File: src/rtl/cube_scan_controller.sv
`default_nettype none
// cube_scan_controller: blank/load/show scan scheduler for the multi-frame LED cube.
// Rev 1.0 - layer sequencing, per-frame scan repeat and run-time frame wrap.
module cube_scan_controller #(
   parameter int DWELL_CYCLES = 1000,
   parameter int BLANK_CYCLES = 4,
   parameter int FRAME_REPEAT = 50,
   parameter int FRAME_W      = 4
) (
   input  logic               clk,
   input  logic               rst_n,
   input  logic               enable,
   input  logic [FRAME_W-1:0] num_frames,
   output logic               ll_start,
   input  logic               ll_done,
   input  logic [2:0]         ll_latch_i,
   output logic [FRAME_W+5:0] mem_addr,
   output logic [7:0]         layer_en,
   output logic [FRAME_W-1:0] frame_idx,
   output logic [2:0]         layer_idx,
   output logic               frame_wrap,
   output logic               busy
);

   localparam int DWELL_W = (DWELL_CYCLES > 1) ? $clog2(DWELL_CYCLES) : 1;
   localparam int BLANK_W = (BLANK_CYCLES > 1) ? $clog2(BLANK_CYCLES) : 1;
   localparam int SCAN_W  = (FRAME_REPEAT > 1) ? $clog2(FRAME_REPEAT) : 1;

   localparam logic [DWELL_W-1:0] DWELL_LAST = DWELL_W'(DWELL_CYCLES - 1);
   localparam logic [BLANK_W-1:0] BLANK_LAST = BLANK_W'(BLANK_CYCLES - 1);
   localparam logic [SCAN_W-1:0]  SCAN_LAST  = SCAN_W'(FRAME_REPEAT - 1);

   typedef enum logic [1:0] {
      S_IDLE  = 2'd0,
      S_BLANK = 2'd1,
      S_LOAD  = 2'd2,
      S_SHOW  = 2'd3
   } state_t;

   state_t             state, state_nxt;
   logic [DWELL_W-1:0] dwell_cnt, dwell_cnt_nxt;
   logic [BLANK_W-1:0] blank_cnt, blank_cnt_nxt;
   logic [SCAN_W-1:0]  scan_cnt, scan_cnt_nxt;
   logic               ll_start_nxt;
   logic [7:0]         layer_en_nxt;
   logic [FRAME_W-1:0] frame_idx_nxt;
   logic [2:0]         layer_idx_nxt;
   logic               frame_wrap_nxt;

   // A stored frame count of zero still displays one frame.
   logic [FRAME_W:0]   frames_eff;
   logic [FRAME_W:0]   frame_next;

   assign frames_eff = (num_frames == '0) ? (FRAME_W + 1)'(1) : {1'b0, num_frames};
   assign frame_next = {1'b0, frame_idx} + (FRAME_W + 1)'(1);

   always_ff @(posedge clk) begin
      if (!rst_n) begin
         state      <= S_IDLE;
         dwell_cnt  <= '0;
         blank_cnt  <= '0;
         scan_cnt   <= '0;
         ll_start   <= 1'b0;
         layer_en   <= '0;
         frame_idx  <= '0;
         layer_idx  <= '0;
         frame_wrap <= 1'b0;
      end else begin
         state      <= state_nxt;
         dwell_cnt  <= dwell_cnt_nxt;
         blank_cnt  <= blank_cnt_nxt;
         scan_cnt   <= scan_cnt_nxt;
         ll_start   <= ll_start_nxt;
         layer_en   <= layer_en_nxt;
         frame_idx  <= frame_idx_nxt;
         layer_idx  <= layer_idx_nxt;
         frame_wrap <= frame_wrap_nxt;
      end
   end

   always_comb begin
      state_nxt      = state;
      dwell_cnt_nxt  = dwell_cnt;
      blank_cnt_nxt  = blank_cnt;
      scan_cnt_nxt   = scan_cnt;
      ll_start_nxt   = 1'b0;
      layer_en_nxt   = layer_en;
      frame_idx_nxt  = frame_idx;
      layer_idx_nxt  = layer_idx;
      frame_wrap_nxt = 1'b0;

      case (state)
         S_IDLE: begin
            layer_en_nxt = '0;
            if (enable) begin
               state_nxt     = S_BLANK;
               blank_cnt_nxt = '0;
            end
         end

         S_BLANK: begin
            layer_en_nxt = '0;
            if (blank_cnt == BLANK_LAST) begin
               state_nxt     = S_LOAD;
               blank_cnt_nxt = '0;
               ll_start_nxt  = 1'b1;
            end else begin
               blank_cnt_nxt = blank_cnt + BLANK_W'(1);
            end
         end

         S_LOAD: begin
            layer_en_nxt = '0;
            if (ll_done) begin
               state_nxt     = S_SHOW;
               dwell_cnt_nxt = '0;
               layer_en_nxt  = 8'd1 << layer_idx;
            end
         end

         S_SHOW: begin
            if (dwell_cnt == DWELL_LAST) begin
               dwell_cnt_nxt = '0;
               layer_en_nxt  = '0;
               layer_idx_nxt = layer_idx + 3'd1;
               if (layer_idx == 3'd7) begin
                  if (scan_cnt == SCAN_LAST) begin
                     scan_cnt_nxt = '0;
                     // >= so a shrunken frame count forces a wrap here.
                     if (frame_next >= frames_eff) begin
                        frame_idx_nxt  = '0;
                        frame_wrap_nxt = 1'b1;
                     end else begin
                        frame_idx_nxt = frame_next[FRAME_W-1:0];
                     end
                  end else begin
                     scan_cnt_nxt = scan_cnt + SCAN_W'(1);
                  end
               end
               state_nxt = enable ? S_BLANK : S_IDLE;
            end else begin
               dwell_cnt_nxt = dwell_cnt + DWELL_W'(1);
            end
         end

         default: begin
            state_nxt    = S_IDLE;
            layer_en_nxt = '0;
         end
      endcase
   end

   assign mem_addr = {frame_idx, layer_idx, ll_latch_i};
   assign busy     = (state != S_IDLE);

endmodule
`default_nettype wire

File: config.mk
export PLATFORM = sky130hd
export DESIGN_NAME = cube_scan_controller
export DESIGN_NICKNAME = d
export VERILOG_FILES = /design/src/rtl/cube_scan_controller.sv
export SDC_FILE = /design/constraint.sdc
export NUM_CORES = 1
export LEC_CHECK = 0
export BUFFER_PORTS_ARGS = -buffer_cell sky130_fd_sc_hd__buf_2
export CAP_MARGIN = 20
export CORE_MARGIN = 1.5
export CORE_UTILIZATION = 45
export DETAILED_ROUTE_END_ITERATION = 8
export GPL_TIMING_DRIVEN = 1
export HOLD_SLACK_MARGIN = 0.12
export PLACE_DENSITY_LB_ADDON = 0.2
export SKIP_LAST_GASP = 1
export SYNTH_ARGS = -nofsm -noshare
export SYNTH_HDL_FRONTEND = slang
export SYNTH_SLANG_ARGS = --single-unit
File: constraint.sdc
create_clock -name clk -period 5 [get_ports clk]
set_clock_uncertainty 0.2 [all_clocks]
set_input_delay 1 -clock clk [delete_from_list [all_inputs] [get_ports clk]]
set_output_delay 1 -clock clk [all_outputs]
set_load 0.05 [all_outputs]
# Yosys cells after proc, flatten, opt, wreduce, memory -nomap -nowiden
# Cells that the tools add are included.
[classes]
mux = 20
n_lt_le_gt_ge = 1
addsub = 5
div = 0
eq_ne = 11
reduce_logical = 14
n_bitwise = 0
n_shift = 1
n_mul = 0
[op_table]
columns = ["cell", "count"]
rows = [
  ["$pmux W8 S3", 1],
  ["$mux W10", 2],
  ["$pmux W10 S2", 1],
  ["$mux W8", 2],
  ["$mux W2", 6],
  ["$add A10 B1 Y10 const B", 1],
  ["$eq A10 B10 Y1 const B", 1],
  ["$mux W4", 2],
  ["$ne A2 B2 Y1 const B", 4],
  ["$pmux W2 S4", 1],
  ["$reduce_and A2 Y1", 4],
  ["$reduce_and A4 Y1", 2],
  ["$shl A1 B3 Y8 const A", 1],
  ["$add A6 B1 Y6 const B", 1],
  ["$eq A2 B2 Y1 const B", 3],
  ["$eq A6 B6 Y1 const B", 1],
  ["$mux W6", 1],
  ["$reduce_bool A2 Y1", 3],
  ["$add A4 B1 Y5 const B", 1],
  ["$ge A5 B4 Y1", 1],
  ["$reduce_and A5 Y1", 1],
  ["$logic_not A4 Y1", 1],
  ["$pmux W2 S2", 1],
  ["$add A3 B1 Y3 const B", 1],
  ["7 further kinds", 9],
]
[totals]
mem_bits_rw = 0
output_inout_bits = 28
romBits = 0
latch_bits = 0
word_cells = 61
register_bits = 37
mem_count = 0

# Depth between registers and ports, before layout
# Gate-level depths: netlist of the first run.
[logic_depth]
word_depth = 4
mapped_depth = 8
ltp_nobuf = 8

# Worst setup path before layout of the first run
# OpenSTA, ideal clock, no wires.
[synth_timing]
kind = "in2reg"
start = "input num_frames[2]"
end = "register frame_idx[2]"
setup_slack_ns = 2.440
path_stages = 8
arrival_ns = 2.281
path_buffers = 0
t_required_ns = 4.721
cell_sequence = "inv_1 -> a31o_2 -> ha_1 -> nand2b_1 -> a211oi_1 -> o21a_1 -> nand2_1 -> o211ai_1"
[synth_between]
elab_chain_len = 4
[synth_lines]
columns = ["element", "line", "rtl"]
rows = [
  ["from (decl)", "13", "input logic [FRAME_W-1:0] num_frames,"],
  ["$logic_not A4 Y1", "54", "assign frames_eff = (num_frames == '0) ? (FRAME_W + 1)'(1) : {1'b0, num_frames};"],
  ["$mux W4 *", "54", ""],
  ["$ge A5 B4 Y1 *", "130", "if (frame_next >= frames_eff) begin"],
  ["$mux W4 *", "130", ""],
  ["to (signal assigned)", "75", "frame_idx <= frame_idx_nxt;"],
  ["to (decl)", "19", "output logic [FRAME_W-1:0] frame_idx,"],
]
# Mark *: on every way between the ends. The rest lies on a longest branch, timed or not.
# A chain may end at the register's enable or synchronous reset.

# Worst setup path after layout of the first run
[layout_timing]
start = "register state[0]"
end = "output busy"
[layout_between]
elab_chain_len = 1
[layout_lines]
columns = ["element", "line", "rtl"]
rows = [
  ["from (decl)", "40", "state_t state, state_nxt;"],
  ["from (signal assigned)", "69", "state <= state_nxt;"],
  ["$reduce_bool A2 Y1", "154", "assign busy = (state != S_IDLE);"],
  ["to (decl)", "22", "output logic busy"],
]
# No other way between the ends.

==> results of run 1 <==
[logic make-up after synthesis]
| group | share of synthesized area [%] |
|---|---|
| multiplexers | 2.048 |
| adder cells (fa/ha/maj) | 11.79 |
| AO/OA/AOI/OAI | 13.16 |
| XOR/XNOR | 6.518 |
| buffers and inverters | 7.201 |
| AND/OR/NAND/NOR | 22.53 |
| flip-flops | 36.75 |
[Yosys cell counts (4+ instances only)]
| cell | n | area share, % |
|---|---|---|
| a21boi_0 | 8 | 3.0 |
| buf_4 | 10 | 3.7 |
| dfxtp_1 | 37 | 37 |
| ha_1 | 19 | 12 |
| inv_1 | 13 | 2.4 |
| nand2_1 | 25 | 4.7 |
| nand2b_1 | 5 | 1.6 |
| nand3_1 | 10 | 2.5 |
| nand4_1 | 6 | 1.9 |
| nor2_1 | 17 | 3.2 |
| nor2b_1 | 4 | 1.2 |
| nor3_1 | 5 | 1.2 |
| o21ai_0 | 4 | 0.99 |
| xnor2_1 | 7 | 3.0 |
| xor2_1 | 8 | 3.5 |
[worst max-delay path by stage]
stage / start / end / slack, ps / cells past startpoint
floorplan: num_frames[2] / frame_idx[2]$_SDFFE_PN0P_ / 2440 / 8
global placement: num_frames[2] / frame_idx[2]$_SDFFE_PN0P_ / 2260 / 9
detailed placement: num_frames[2] / frame_idx[2]$_SDFFE_PN0P_ / 2220 / 9
CTS: state[0]$_SDFFE_PN0P_ / busy / 2430 / 4
global route: state[0]$_SDFFE_PN0P_ / busy / 2360 / 4
finish: state[0]$_SDFFE_PN0P_ / busy / 2440 / 4
[cell type report]
class	count	share of cell area [%]
clock buffers	7	4.290
clock inverters	1	0.2228
inverters	13	2.173
multi-input cells	157	50.31
flip-flops and latches	37	32.98
well taps	52	2.897
repair buffers	32	7.131
[state kept, by name, summed over array words and instances (netlist names)]
name	count
layer_en	8
frame_idx	4
dwell_cnt	10
blank_cnt	2
frame_wrap	1
state	2
ll_start	1
scan_cnt	6
layer_idx	3
[per-layer routing]
| layer | part of all wire [%] | GRT usage (%) |
|---|---|---|
| met3 | 5.2 | 5.051 |
| met5 | 0 | 0 |
| met4 | 1.6 | 5.128 |
| met1 | 50 | 20.86 |
| met2 | 43 | 22.75 |
[report_power, final]
part | leakage (nW) | internal (mW) | total, mW | switching [mW]
combinational | 0.610 | 0.0551 | 0.154 | 0.0989
sequential | 0.298 | 0.308 | 0.321 | 0.0130
clock | 0.0542 | 0.125 | 0.232 | 0.107
[worst max-delay path, stage by stage, from the launching register on]
cell and delay, ps:
dfxtp_1 400, inv_1 100, ha_1 260, inv_1 60, buf_2 250
==> results.toml, run 1 <==
[status]
outcome = "finished clean"

[clock_network]
clkSinkCount = 37
cts_tree = "yes"
clk_path_buf_depth = 2
h-tree-depth = 2
post-cts-setup-buffers = 0
cts_hold_buf = 0
cts_made_buffers = 5
post_cts_resized = 0
cts-root-buf = "clkbuf_8"
path_clk_slew_ps = 80
insertion_delay_ps = 290

[critical_path]
reg2reg_from = "state[1]$_SDFFE_PN0P_"
crit_required_ps = 3800
r2r_setup_slack_ps = 2630
cp-start-kind = "flop"
end_kind = "output pin"
cp_max_fo = 5
arrival_ps = 1360
r2r_end = "scan_cnt[1]$_SDFFE_PN0P_"
crit_type = "flop to output pin"
reg2reg_depth = 6

[yosys]
netlist-cell-type-count = 42
yosys_register_bits = 37
ys_async_sr_fraction_pct = 0
synth_cells = 222
syn_area_per_cell_um2 = 9.080
syn_nets = 252
synth_edf_count = 0
ys_warn_count = 0
seq_area_frac_synth_pct = 36.75
syn_area_um2 = 2016
synth_flop_cell = "dfxtp_1"

[route]
drtPass1Iterations = 4
drc = 0
routed_wl_mm = 3.542
vias = 1517
wl_per_cell_um = 11.85
drt_iter0_drc = 70
via_per_inst = 5.074
ant_nets = 0

[power_and_ir_drop]
leakage_nw = 0.9631
power_mw = 0.7065
powerDensity_nw_per_um2 = 314.6
ir_drop_mv = 0.1747

[timing]
period_needed_ps = 2563
hold_slack_ps = 260.5
setup_ws_ps = 2437
final.setup.tns_ps = 0
hold_viol = 0
slew_headroom_pct = 64.10
rsz0062_at_grt = "no"
max_slew.worst_pin.slew_ps = 534.4
setup_viol = 0
fmax_mhz = 390.1
period_share_pct = 51.27
drv_slew = 0

[layout]
seq_area_um2 = 740.7
fin_area_um2 = 2246
final_cell_mix = "dfxtp_1 (37), buf_2 (32), nand2_1 (25), ha_1 (19), nor2_1 (17)"
syn_to_final_growth_pct = 11.42
finalNonFillerCells = 299
antenna_cells = 0
nFillCells = 422
multi_input_area_um2 = 1130
final_common_cell = "dfxtp_1"
layout-drive-gt1-share_pct = 19.84
final_nets = 276
post-route-util_pct = 51.94

[min_path]
holdPathEnd = "layer_en[6]$_SDFFE_PN0N_"
hold_depth = 2
min_path_type = "flop to flop"
min_from = "layer_en[6]$_SDFFE_PN0N_"

[die]
start_util_pct = 46.61
coreArea_um2 = 4324
rows = 24
die_area_um2 = 4890
ioPinCount = 39
die_y_um = 69.93
fp.dieW_um = 69.93

[placement]
placed_area_um2 = 2145
place_hpwl_mm = 2.539
dp_cells = 291
port_buffers = 32
pre_cts_ws_ps = 2217
globalplace.congestion = 0.7405

[global_routing]
track_usage_pct = 15.27
grt_pass1_vias = 1358
antenna_found_initial = 0
grt_start_max_net_pins = 29
overflow = 0
grt_pass1_wl_mm = 6.030

[run]
drv_cap = 0
(Power assumes the default switching activity.)
==> run 2: changes to the inputs <==
==> constraint.sdc (replaced) <==
create_clock -name clk -period 2.4 [get_ports clk]
set_clock_uncertainty 0.2 [all_clocks]
set_input_delay 0.48 -clock clk [delete_from_list [all_inputs] [get_ports clk]]
set_output_delay 0.48 -clock clk [all_outputs]
set_load 0.05 [all_outputs]
==> run 2 against run 1 <==
Against the previous run:
- routed wire length increased by 3.3%
- non-clock buffer count increased by 6
- power increased by 120%
- register-to-register slack got worse by 2400 ps
- combinational power increased by 110%
- global-route usage increased by 1.0 points
- sequential power increased by 110%
- critical path depth increased by 2
- cell count increased by 2.0%
- critical path type is now flop to flop
- critical endpoint is now state[0]$_SDFFE_PN0P_
==> results.toml, run 2 (same netlist as run 1, synthesis figures left out) <==
[placement]
globalplace.congestion = 0.7721
placed_area_um2 = 2192
dp_cells = 297
pre_cts_ws_ps = 134.9
place_hpwl_mm = 2.745
port_buffers = 32

[power_and_ir_drop]
powerDensity_nw_per_um2 = 675.4
ir_drop_mv = 0.3296
leakage_nw = 0.9981

[clock_network]
post-cts-setup-buffers = 0
h-tree-depth = 2
cts-root-buf = "clkbuf_8"
clkSinkCount = 37
cts_hold_buf = 0
post_cts_resized = 0
insertion_delay_ps = 290
path_clk_slew_ps = 80
clk_path_buf_depth = 2
cts_made_buffers = 5
cts_tree = "yes"

[critical_path]
crit_required_ps = 2380
path_delay_family = "compound AO/OA/AOI/OAI gates"
crit_buf_inv = 0
crit_type = "flop to flop"
timing.critical_path.cells = "ha_1 > nand4bb_4 > o31ai_4 > o2111ai_2 > a2111oi_0 > a211oi_1"
end_kind = "flop"
cp-start-kind = "flop"
arrival_ps = 2120
slowest_stage = "a2111oi_0"
cp_max_fo = 4
slowest_delay_ps = 400

[layout]
nFillCells = 431
finalNonFillerCells = 305
top_register = "dwell_cnt"
antenna_cells = 0
layout_top_registers = "dwell_cnt x10, layer_en x8, scan_cnt x6"
layout-drive-gt1-share_pct = 22.53
syn_to_final_growth_pct = 14.71
largest_reg_flops = 10
final_common_cell = "dfxtp_1"
fin_area_um2 = 2312
final_cell_mix = "dfxtp_1 (35), buf_2 (32), nand2_1 (25), ha_1 (19), nor2_1 (17)"
final_nets = 282

[timing]
setup_ws_ps = 258.8
slew_headroom_pct = 70.85
fmax_mhz = 467.0
max_slew.worst_pin.slew_ps = 437.2
final.setup.tns_ps = 0
setup_viol = 0
period_share_pct = 89.22
drv_slew = 0
hold_viol = 0
period_needed_ps = 2141
hold_slack_ps = 263.2
rsz0062_at_grt = "no"

[global_routing]
grt_start_max_net_pins = 17
grt_pass1_wl_mm = 6.334
overflow = 0
grt_pass1_vias = 1434
track_usage_pct = 16.29
antenna_found_initial = 0

[die]
ioPinCount = 39
coreArea_um2 = 4324
die_y_um = 69.93
die_area_um2 = 4890
rows = 24
start_util_pct = 46.61
fp.dieW_um = 69.93

[route]
wl_per_cell_um = 11.99
ant_nets = 0
drtPass1Iterations = 4
routed_wl_mm = 3.658
via_per_inst = 5.111
drc = 0
drt_iter0_drc = 50
vias = 1559

[min_path]
min_path_type = "flop to flop"

[status]
outcome = "finished clean"

[run]
drv_cap = 0
-- run 2: cell types whose count changed in the layout (fill, tap and decap cells not counted) --
cell        previous run  this run
buf_4                  0         6
dfxtp_2                0         2
clkbuf_8               7         6
clkinv_2               1         0
clkinvlp_4             0         1
bufinv_16              0         1
dfxtp_1               37        35
-- run 2: cell type report --
| class | instances | area [µm²] | area share [%] |
|---|---|---|---|
| well taps | 52 | 65.06 | 2.814 |
| repair buffers | 38 | 205.2 | 8.874 |
| clock buffers | 6 | 82.58 | 3.571 |
| inverters | 13 | 48.80 | 2.110 |
| multi-input cells | 157 | 1130 | 48.86 |
| clock inverters | 2 | 37.54 | 1.623 |
| flip-flops and latches | 37 | 743.2 | 32.14 |
-- run 2: layer usage --
| layer | wire, µm | vias to the layer above | track usage (%) | part of all wire [%] |
|---|---|---|---|---|
| met5 | 0 | - | 0 | 0 |
| met4 | 68 | 0 | 7.051 | 1.9 |
| met3 | 162 | 8 | 4.906 | 4.4 |
| met2 | 1641 | 28 | 27.41 | 45 |
| met1 | 1786 | 706 | 19.16 | 49 |
| li1 | - | 817 | - | - |
-- run 2: path summary, 6_finish.rpt --
path                                                  to                 startpoint  cells past startpoint  slack [ps]
worst max-delay path               state[0]$_SDFFE_PN0P_  dwell_cnt[0]$_SDFFE_PN0P_                      6         260
worst min-delay path            layer_en[6]$_SDFFE_PN0N_   layer_en[6]$_SDFFE_PN0N_                      2         260
worst max register to register     state[0]$_SDFFE_PN0P_  dwell_cnt[0]$_SDFFE_PN0P_                      6         260
worst min register to register  layer_en[6]$_SDFFE_PN0N_   layer_en[6]$_SDFFE_PN0N_                      2         260
-- run 2: stage by stage --
| step | power [mW] | utilization [%] |
|---|---|---|
| after floorplan | 0.9530 | - |
| after global placement | 1.007 | 50.69 |
| after detailed placement | 1.012 | 50.69 |
| after CTS | 1.584 | 53.47 |
| after global routing | 1.645 | 53.47 |
| final | 1.562 | 53.47 |
-- run 2: report_power, final --
part           switching [mW]  total [mW]  internal, mW
Clock                   0.228       0.566         0.338
Combinational           0.206       0.327         0.120
Sequential             0.0273       0.669         0.641
Total                   0.462        1.56          1.10
-- run 2: worst register-to-register path, cell delays in order (launching register included) --
cell	delay (ps)
dfxtp_1	380
ha_1	280
nand4bb_4	190
o31ai_4	300
o2111ai_2	200
a2111oi_0	400
a211oi_1	80
==> run 3: changes to the inputs <==
--- a/config.mk
+++ b/config.mk
@@ -8,11 +8,12 @@
 export BUFFER_PORTS_ARGS = -buffer_cell sky130_fd_sc_hd__buf_2
 export CAP_MARGIN = 20
 export CORE_MARGIN = 1.5
-export CORE_UTILIZATION = 45
+export CORE_UTILIZATION = 46
 export DETAILED_ROUTE_END_ITERATION = 8
 export GPL_TIMING_DRIVEN = 1
 export HOLD_SLACK_MARGIN = 0.12
 export PLACE_DENSITY_LB_ADDON = 0.2
+export REMOVE_ABC_BUFFERS = 1
 export SKIP_LAST_GASP = 1
 export SYNTH_ARGS = -nofsm -noshare
 export SYNTH_HDL_FRONTEND = slang
==> run 3 against run 2 <==
Against the previous run:
- first-iteration DRC count fell by 6.0%
- routed wire length fell by 3.0%
- count of clock-buffer cells in the layout rose by 1
- final area fell by 2.0%
- fmax fell by 3.2%
- largest cell class unchanged
- largest power group unchanged
==> results.toml, run 3 (same netlist as run 1, synthesis figures left out) <==
[critical_path]
path_delay_family = "compound AO/OA/AOI/OAI gates"
slowest_delay_ps = 480
slowest_stage = "a2111oi_0"
crit_type = "flop to flop"
r2r_setup_slack_ps = 190
r2r_end = "state[0]$_SDFFE_PN0P_"
crit_required_ps = 2360
cp_max_fo = 4
cp-start-kind = "flop"
timing.critical_path.cells = "ha_1 > nand4bb_4 > o31ai_4 > o2111ai_2 > a2111oi_0 > a211oi_1"
crit_buf_inv = 0
reg2reg_depth = 6
arrival_ps = 2170
end_kind = "flop"
reg2reg_from = "dwell_cnt[0]$_SDFFE_PN0P_"

[power_and_ir_drop]
p_clk_share_pct = 30.6
ir_drop_mv = 0.3948
switching_share_pct = 31.00
power_switching_mw = 0.4439
powerDensity_nw_per_um2 = 631.9
leakage_nw = 0.9785
pwr-share-seq_pct = 46.6
p_comb_share_pct = 22.8
internal-power_mw = 0.9880

[placement]
dp_cells = 294
globalplace.congestion = 0.7942
port_buffers = 32
place_hpwl_mm = 2.601

[clock_network]
clkSinkCount = 37
path_clk_slew_ps = 70
clk_path_buf_depth = 2
h-tree-depth = 2
cts_tree = "yes"
post-cts-setup-buffers = 0
cts_hold_buf = 0
cts_made_buffers = 5
cts-root-buf = "clkbuf_8"
post_cts_resized = 0
insertion_delay_ps = 290

[timing]
max_slew.worst_pin.slew_ps = 439.4
hold_slack_ps = 260.2
rsz0062_at_grt = "no"
final.setup.tns_ps = 0
period_share_pct = 92.21
period_needed_ps = 2213
setup_viol = 0
fmax_mhz = 451.9
hold_viol = 0
slew_headroom_pct = 69.95
drv_slew = 0

[die]
ioPinCount = 39
start_util_pct = 48.98
coreArea_um2 = 4115
fp.dieW_um = 69.20
rows = 23
die_y_um = 69.20
die_area_um2 = 4788

[global_routing]
grt_start_max_net_pins = 16
grt_pass1_vias = 1432
overflow = 0
antenna_found_initial = 0
grt_pass1_wl_mm = 6.389
track_usage_pct = 16.19

[route]
wl_met3_um = 123
drc = 0
vias = 1524
drt_iter0_drc = 47
drt-met1-wl_mm = 1.772
ant_nets = 0
route.met2.wl_mm = 1.586
wl_per_cell_um = 11.79
via_per_inst = 5.063
routed_wl_mm = 3.549
highest_layer = "met4"
drtPass1Iterations = 4

[layout]
final_nets = 281
top_register = "dwell_cnt"
layout-drive-gt1-share_pct = 20.72
nFillCells = 394
syn_to_final_growth_pct = 12.41
layout_top_registers = "dwell_cnt x10, layer_en x8, scan_cnt x6"
finalNonFillerCells = 301
final_common_cell = "dfxtp_1"
final_cell_mix = "dfxtp_1 (37), buf_2 (32), nand2_1 (25), ha_1 (19), nor2_1 (17)"
largest_reg_flops = 10
antenna_cells = 0

[min_path]
min_from = "layer_en[1]$_SDFFE_PN0N_"
holdPathEnd = "layer_en[1]$_SDFFE_PN0N_"
hold_depth = 2
min_path_type = "flop to flop"

[run]
drv_cap = 0

[status]
outcome = "finished clean"
==> run 3: changes by cell type in the layout (fill, tap and decap cells not counted) <==
cell        delta
dfxtp_1        +2
dfxtp_2        -2
buf_4          -1
bufinv_16      -1
clkbuf_1       +1
clkinvlp_4     -1
==> run 3: power by group through the flow <==
| stage | Combinational [mW] | Clock, mW | Sequential (mW) |
|---|---|---|---|
| after floorplan | 0.250 | 0 | 0.683 |
| after global routing | 0.372 | 0.481 | 0.673 |
| after CTS | 0.326 | 0.455 | 0.669 |
| after detailed placement | 0.324 | 0 | 0.683 |
| after global placement | 0.322 | 0 | 0.682 |
| final | 0.326 | 0.438 | 0.668 |
==> run 3: per-layer routing <==
layer	vias to the layer above	global-route usage (%)
met5	-	0
met4	0	7.843
met3	7	3.488
met2	27	25.75
met1	679	20.80
li1	811	-
==> run 3: worst reg2reg max path, delay by kind of cell (launching register included) <==
kind	cells	cell delay [ps]
flops	1	370
simple gates	1	180
compound gates	4	1050
fa+ha+maj	1	280
==> run 3: cell type report <==
cell class              count  area, µm²  area share, %
multi-input cells         157       1130          49.86
flip-flops and latches     37      740.7          32.69
repair buffers             37      197.7          8.724
clock buffers               7      86.33          3.810
well taps                  50      62.56          2.761
inverters                  13      48.80          2.154
==> run 3: worst max path at each step <==
stage,startpoint,endpoint,depth (start not counted),slack (ps)
final,dwell_cnt[0]$_SDFFE_PN0P_,state[0]$_SDFFE_PN0P_,6,190
after global routing,dwell_cnt[0]$_SDFFE_PN0P_,state[0]$_SDFFE_PN0P_,6,40
after floorplan,layer_idx[1]$_SDFFE_PN0P_,scan_cnt[1]$_SDFFE_PN0P_,7,-430
after global placement,num_frames[2],frame_idx[2]$_SDFFE_PN0P_,9,190
after CTS,dwell_cnt[0]$_SDFFE_PN0P_,state[0]$_SDFFE_PN0P_,6,230
after detailed placement,num_frames[2],frame_idx[1]$_SDFFE_PN0P_,9,140
==> run 3: through the flow <==
| stage | power (mW) | setup slack [ps] | utilization, % | cell area, µm² |
|---|---|---|---|---|
| 2_1_floorplan | 0.9330 | -425.5 | - | 1919 |
| 3_3_place_gp | 1.004 | 193.7 | 52.96 | 2180 |
| 3_5_place_dp | 1.007 | 141.5 | 52.96 | 2180 |
| 4_1_cts | 1.450 | 230.7 | 55.06 | 2266 |
| 5_1_grt | 1.526 | 38.12 | 55.06 | 2266 |
| 6_report | 1.432 | 187.0 | 55.06 | 2266 |
